===== config.mk =====
export PLATFORM = sky130hd
export DESIGN_NAME = log_capture_ctrl
export DESIGN_NICKNAME = d
export VERILOG_FILES = /design/src/rtl/log_capture_ctrl.sv
export SDC_FILE = /design/constraint.sdc
export NUM_CORES = 1
export LEC_CHECK = 0
export ABC_AREA = 1
export BUFFER_PORTS_ARGS = -buffer_cell sky130_fd_sc_hd__buf_2
export CAP_MARGIN = 15
export CELL_PAD_IN_SITES_DETAIL_PLACEMENT = 0
export CELL_PAD_IN_SITES_GLOBAL_PLACEMENT = 2
export CORE_MARGIN = 3
export CORE_UTILIZATION = 31
export DETAILED_ROUTE_END_ITERATION = 6
export PLACE_DENSITY_LB_ADDON = 0.15
export RECOVER_POWER = 100
export SYNTH_ARGS = -nofsm -noshare
export SYNTH_HDL_FRONTEND = slang
export SYNTH_SLANG_ARGS = --single-unit
export TNS_END_PERCENT = 1

===== constraint.sdc =====
create_clock -name clock -period 2.7 [get_ports clock]
set_input_delay 0.54 -clock clock [delete_from_list [all_inputs] [get_ports clock]]
set_output_delay 0.54 -clock clock [all_outputs]
set_load 0.02 [all_outputs]

===== src/rtl/log_capture_ctrl.sv =====
// Logging-RAM sequencer: arm, optional trigger, decimated capture into consecutive
// addresses until full, then single-word readback for the register file.
module log_capture_ctrl #(
  parameter int RAM_WIDTH  = 32,
  parameter int RAM_DEPTH  = 32000,
  parameter int ADDR_WIDTH = 15,
  parameter int NB_DECIM   = 8
) (
  input  logic                  clock,
  input  logic                  i_reset,
  input  logic                  i_arm,
  input  logic                  i_abort,
  input  logic                  i_trig_mode,
  input  logic                  i_trigger,
  input  logic [NB_DECIM-1:0]   i_decim,
  input  logic [RAM_WIDTH-1:0]  i_data,
  input  logic                  i_rd_req,
  input  logic [ADDR_WIDTH-1:0] i_rd_addr,
  input  logic [RAM_WIDTH-1:0]  i_ram_dout,
  output logic                  o_ram_en,
  output logic                  o_ram_we,
  output logic [ADDR_WIDTH-1:0] o_ram_addr,
  output logic [RAM_WIDTH-1:0]  o_ram_din,
  output logic [RAM_WIDTH-1:0]  o_rd_data,
  output logic                  o_rd_valid,
  output logic [ADDR_WIDTH:0]   o_count,
  output logic                  o_busy,
  output logic                  o_done,
  output logic [2:0]            o_state
);

  typedef enum logic [2:0] {
    S_IDLE    = 3'd0,
    S_ARMED   = 3'd1,
    S_CAPTURE = 3'd2,
    S_DONE    = 3'd3,
    S_READ    = 3'd4
  } state_t;

  localparam logic [ADDR_WIDTH-1:0] LAST_ADDR = ADDR_WIDTH'(RAM_DEPTH - 1);
  localparam logic [ADDR_WIDTH:0]   DEPTH_W   = (ADDR_WIDTH + 1)'(RAM_DEPTH);

  state_t                r_state, w_next;
  logic                  r_arm_d, r_rd_d;
  logic [NB_DECIM-1:0]   r_decim, r_dcnt;
  logic [ADDR_WIDTH-1:0] r_wr_addr, r_ram_addr;
  logic [ADDR_WIDTH:0]   r_count;
  logic [RAM_WIDTH-1:0]  r_ram_din, r_rd_data;
  logic                  r_ram_en, r_ram_we;
  logic                  r_rd_acc, r_rd_valid, r_rd_fresh, r_rd_oor;

  logic w_arm_edge, w_rd_edge, w_strobe, w_last, w_start_arm, w_start_rd, w_rd_in_range;
  logic [RAM_WIDTH-1:0] w_rd_sel;

  assign w_arm_edge    = i_arm & ~r_arm_d;
  assign w_rd_edge     = i_rd_req & ~r_rd_d;
  assign w_strobe      = (r_state == S_CAPTURE) && (r_dcnt == '0) && !i_abort;
  assign w_last        = w_strobe && (r_wr_addr == LAST_ADDR);
  assign w_start_arm   = !i_abort && w_arm_edge && ((r_state == S_IDLE) || (r_state == S_DONE));
  // An arm edge in DONE wins over a simultaneous read edge.
  assign w_start_rd    = !i_abort && (r_state == S_DONE) && w_rd_edge && !w_arm_edge;
  assign w_rd_in_range = {1'b0, i_rd_addr} < DEPTH_W;

  always_ff @(posedge clock or negedge i_reset) begin
    if (!i_reset) begin
      r_state <= S_IDLE;
    end else begin
      r_state <= w_next;
    end
  end

  always_comb begin
    w_next = r_state;
    if (i_abort) begin
      w_next = S_IDLE;
    end else begin
      case (r_state)
        S_IDLE:    if (w_arm_edge) w_next = S_ARMED;
        S_ARMED:   if (!i_trig_mode || i_trigger) w_next = S_CAPTURE;
        S_CAPTURE: if (w_last) w_next = S_DONE;
        S_DONE: begin
          if (w_arm_edge)     w_next = S_ARMED;
          else if (w_rd_edge) w_next = S_READ;
        end
        S_READ:    if (r_rd_valid && !i_rd_req) w_next = S_DONE;
        default:   w_next = S_IDLE;
      endcase
    end
  end

  always_comb begin
    o_busy  = 1'b0;
    o_done  = 1'b0;
    o_state = r_state;
    case (r_state)
      S_ARMED, S_CAPTURE: o_busy = 1'b1;
      S_DONE, S_READ:     o_done = 1'b1;
      default: ;
    endcase
  end

  always_ff @(posedge clock or negedge i_reset) begin
    if (!i_reset) begin
      r_arm_d    <= 1'b0;
      r_rd_d     <= 1'b0;
      r_decim    <= '0;
      r_dcnt     <= '0;
      r_wr_addr  <= '0;
      r_count    <= '0;
      r_ram_en   <= 1'b0;
      r_ram_we   <= 1'b0;
      r_ram_addr <= '0;
      r_ram_din  <= '0;
      r_rd_acc   <= 1'b0;
      r_rd_valid <= 1'b0;
      r_rd_fresh <= 1'b0;
      r_rd_oor   <= 1'b0;
      r_rd_data  <= '0;
    end else begin
      r_arm_d  <= i_arm;
      r_rd_d   <= i_rd_req;
      r_ram_en <= 1'b0;
      r_ram_we <= 1'b0;

      if (w_start_arm) begin
        r_count   <= '0;
        r_wr_addr <= '0;
        r_decim   <= i_decim;
        r_dcnt    <= '0;
      end

      if ((r_state == S_CAPTURE) && !i_abort) begin
        if (r_dcnt == '0) r_dcnt <= r_decim;
        else              r_dcnt <= r_dcnt - NB_DECIM'(1);
      end

      if (w_strobe) begin
        r_ram_en   <= 1'b1;
        r_ram_we   <= 1'b1;
        r_ram_addr <= r_wr_addr;
        r_ram_din  <= i_data;
        r_wr_addr  <= r_wr_addr + ADDR_WIDTH'(1);
        r_count    <= r_count + (ADDR_WIDTH + 1)'(1);
      end

      // Out-of-range reads skip the RAM but still complete with zero data.
      if (w_start_rd) begin
        r_rd_oor <= !w_rd_in_range;
        if (w_rd_in_range) begin
          r_ram_en   <= 1'b1;
          r_ram_addr <= i_rd_addr;
        end
      end

      r_rd_acc <= w_start_rd;
      if (i_abort) begin
        r_rd_valid <= 1'b0;
        r_rd_fresh <= 1'b0;
      end else if (r_rd_acc) begin
        r_rd_valid <= 1'b1;
        r_rd_fresh <= 1'b1;
      end else begin
        r_rd_fresh <= 1'b0;
        if ((r_state == S_READ) && r_rd_valid && !i_rd_req) r_rd_valid <= 1'b0;
      end

      if (r_rd_fresh) r_rd_data <= w_rd_sel;
    end
  end

  // RAM data passes straight through on the first valid cycle, then the captured copy is held.
  assign w_rd_sel   = r_rd_oor ? '0 : i_ram_dout;
  assign o_rd_data  = r_rd_fresh ? w_rd_sel : r_rd_data;
  assign o_rd_valid = r_rd_valid;
  assign o_ram_en   = r_ram_en;
  assign o_ram_we   = r_ram_we;
  assign o_ram_addr = r_ram_addr;
  assign o_ram_din  = r_ram_din;
  assign o_count    = r_count;

endmodule


==> summary.md <==
| Metric | Value |
|---|---|
| Outcome | `finished, final reports clean` |
| Ys async rst share | `100%` |
| Post-CTS setup buffers | `0` |
| Compound-Gate Fraction of Synth Area | `10.6%` |
| Req. time, crit path | `2.16 ns` |
| Routed vias | `5,571` |
| Mux cell area share after synthesis | `0%` |
| Setup WS pre-CTS | `0.655 ns` |
| Share of post-route cells with drive strength above 1 | `15.1%` |
| Worst slew pin tran | `1.39 ns` |
| R2r setup slk | `0.41 ns` |
| CTS Sinks | `137` |
| GR Util All Layers | `16.2%` |
| Critical Path Source Type | `flop` |
| Placed inst area | `7690 um2` |
| Final setup vio count | `0` |
| Worst-path fanout max | `35` |
| Adder-Cell Fraction of Synth Area | `0.784%` |
| Die extent in y | `149 um` |
| YS warnings | `0` |
| Average size of a mapped cell | `8.29 um2` |
| Congestion Overflow GR | `0` |
| Core ar. | `19,800 um2` |
| R2r worst-path depth | `9` |
| Multi-input gate area | `2370 um2` |
| EDFF count, synth | `0` |
| Port bufs | `196` |
| CTS Buf Count | `17` |
| Worst-path clk slew | `0.06 ns` |
| Initial drt markers | `202` |
| H-tree Lvls | `4` |
| Clock Latency Late Sink | `0.42 ns` |
| VDD IR max | `0.000435 V` |
| Hold worst-path end | `r_arm_d` |
| Initial Util | `32.1%` |
| Min cycle time layout | `2.44 ns` |
| Top FF cell, synth | `dfrtp_1` |
| RSZ-0062 raised after global routing | `false` |
| Synth top area share | `53.7%` |
| Post-synthesis cell area | `6380 um2` |
| Hold Path Class | `primary input to flop` |
| Number of global-route vias before repair | `5,589` |
| FF/Latch Area | `3430 um2` |
| Synth Area in Simple Gates | `25.1%` |
| Resized Gates After CTS | `0` |
| FILL cells | `2,141` |
| Die ar. | `22,300 um2` |
| Worst Hold Depth | `1` |
| Worst Clk Skew | `0.0134 ns` |
| Fmax | `409 MHz` |
| Initial antenna violation count | `1` |
| Setup TNS | `0 ns` |
| Commonest cells post-synth | `nand2_1 (223), dfrtp_1 (137), inv_1 (94)` |
| CP arrival | `1.90 ns` |
| Post-DP HPWL | `12,900 um` |
| # Max-Cap Violations | `0` |
| Worst hold start | `i_arm` |
| Nets | `1,068` |
| Fin. Hold Viols | `0` |
| Synth cell types | `35` |
| Crit path capture type | `output pin` |
| Total power | `8.50 mW` |
| Setup slack after layout | `0.256 ns` |
| Crit Path Class | `flop to output pin` |
| Tcrit/Tclk final | `90.5%` |
| Synth Area in XOR/XNOR | `1.10%` |
| Syn-to-layout area delta | `26.3%` |
| CTS tree | `built` |
| # IOs | `197` |
| CTS max path bufs | `2` |
| Hold-fix buffers, CTS | `0` |
| Final max-slew violation count | `0` |
| Antenna-violating nets left | `0` |
| Seq/Total Area, Yosys | `53.7%` |
| Post-synth net total | `868` |
| Most frequent cell after synthesis | `nand2_1` |
| Static Leak | `3.93 nW` |
| Reg-to-Reg Start | `r_dcnt[0]` |
| Cell taking the most area after synthesis | `dfrtp_1` |
| DR WL/cell | `14.3 um` |
| Power Dens Cells | `1050 nW/um2` |
| Die width | `149 um` |
| Seq cells post-synth | `137` |
| Worst R2R End | `o_ram_din[2]` |
| Mapped Cells | `770` |
| Row count | `51` |
| Synth area leaders | `dfrtp_1 (54%), nand2_1 (13%), o21ai_0 (6.0%), inv_1 (5.5%), nand3_1 (5.4%)` |
| DRT Pass-1 Iters | `5` |
| Drt total wl | `17,900 um` |
| Clk root buf | `clkbuf_16` |
| Slew headroom | `7.14%` |
| Design Area, Final | `8060 um2` |
| Routed vias/inst | `4.46` |
| DRC Markers | `0` |
| GP Congestion | `0.747` |
| Combinational family with the most area after synthesis | `simple AND/OR/NAND/NOR gates` |
| Largest net degree at the start of global routing | `55` |
| First-pass GRT wire length | `28,600 um` |
-- state kept, by name (all words and copies together), names as in the netlist --
name and cells:
o_count 16, o_ram_addr 15, o_ram_din 32, o_ram_en 1
o_ram_we 1, o_rd_valid 1, o_state 3, r_arm_d 1
r_dcnt 8, r_decim 8, r_rd_acc 1, r_rd_d 1
r_rd_data 32, r_rd_fresh 1, r_rd_oor 1, r_wr_addr 15
-- kinds of logic after synthesis --
family	count (synthesis)
AND/OR/NAND/NOR	367
flip-flops	137
AO/OA/AOI/OAI	127
buffers and inverters	127
XOR/XNOR	8
adder cells (fa/ha/maj)	4
-- worst max-delay path: stages (launching register included) --
cell	delay (ns)
dfrtp_1	0.69
buf_12	0.25
nand3_1	0.09
o21ai_0	0.13
clkbuf_1	0.33
-- cell usage in the layout, fill, tap and decap left out, types with 3 or more instances in the layout --
master,count
inv_1,95
nand2_1,224
nand4_1,10
o21ai_0,91
a21oi_1,15
clkbuf_1,108
dfrtp_1,137
clkbuf_2,7
buf_12,3
nor3_2,3
buf_4,4
o22ai_1,8
inv_6,4
nor2_1,40
buf_2,90
nand3_1,71
clkinvlp_4,3
nor3_1,11
o21ai_1,4
clkbuf_16,17
ha_1,4
xor2_1,6
clkinv_2,4
o211ai_1,4
-- through the flow --
stage	utilization (%)	std cells	hold slack (ns)
after floorplan	-	770	0.244
after global placement	38.8	1216	0.457
after detailed placement	38.8	1216	0.457
after CTS	41.7	1248	0.105
after global routing	40.6	1249	0.226
final	40.6	1249	0.249
-- power by group --
group,total (mW),internal [mW],switching (mW)
Sequential,3.20,2.79,0.410
Combinational,2.98,0.847,2.14
Clock,2.31,1.39,0.922
-- cell type report --
class / count / area share (%)
flip-flops and latches: 137 / 42.5
multi-input cells: 506 / 29.4
repair buffers: 211 / 12.1
clock buffers: 19 / 5.50
inverters: 97 / 4.55
well taps: 265 / 4.11
clock inverters: 13 / 1.75
diodes: 1 / 0.0311
-- how the worst max path moves through the flow --
stage          startpoint             to  slack, ns  cells past startpoint
2_1_floorplan  r_rd_fresh   o_rd_data[0]       0.88                      3
3_3_place_gp      i_abort    o_count[11]       0.69                      8
3_5_place_dp      i_abort     o_count[6]       0.65                      8
4_1_cts        r_rd_fresh  o_rd_data[24]       0.29                      4
5_1_grt        r_rd_fresh  o_rd_data[24]       0.08                      4
6_report       r_rd_fresh   o_rd_data[0]       0.26                      4
-- metal layers --
layer	vias to the layer above	part of all wire, %	track usage [%]	routed length (um)
met5	-	0	0	0
met4	0	1.7	4.81	295
met3	17	6.1	5.24	1090
met2	127	47	25.4	8330
met1	2556	46	21.5	8130
li1	2871	-	-	-
Note: power is estimated with default switching activity, not from simulation.
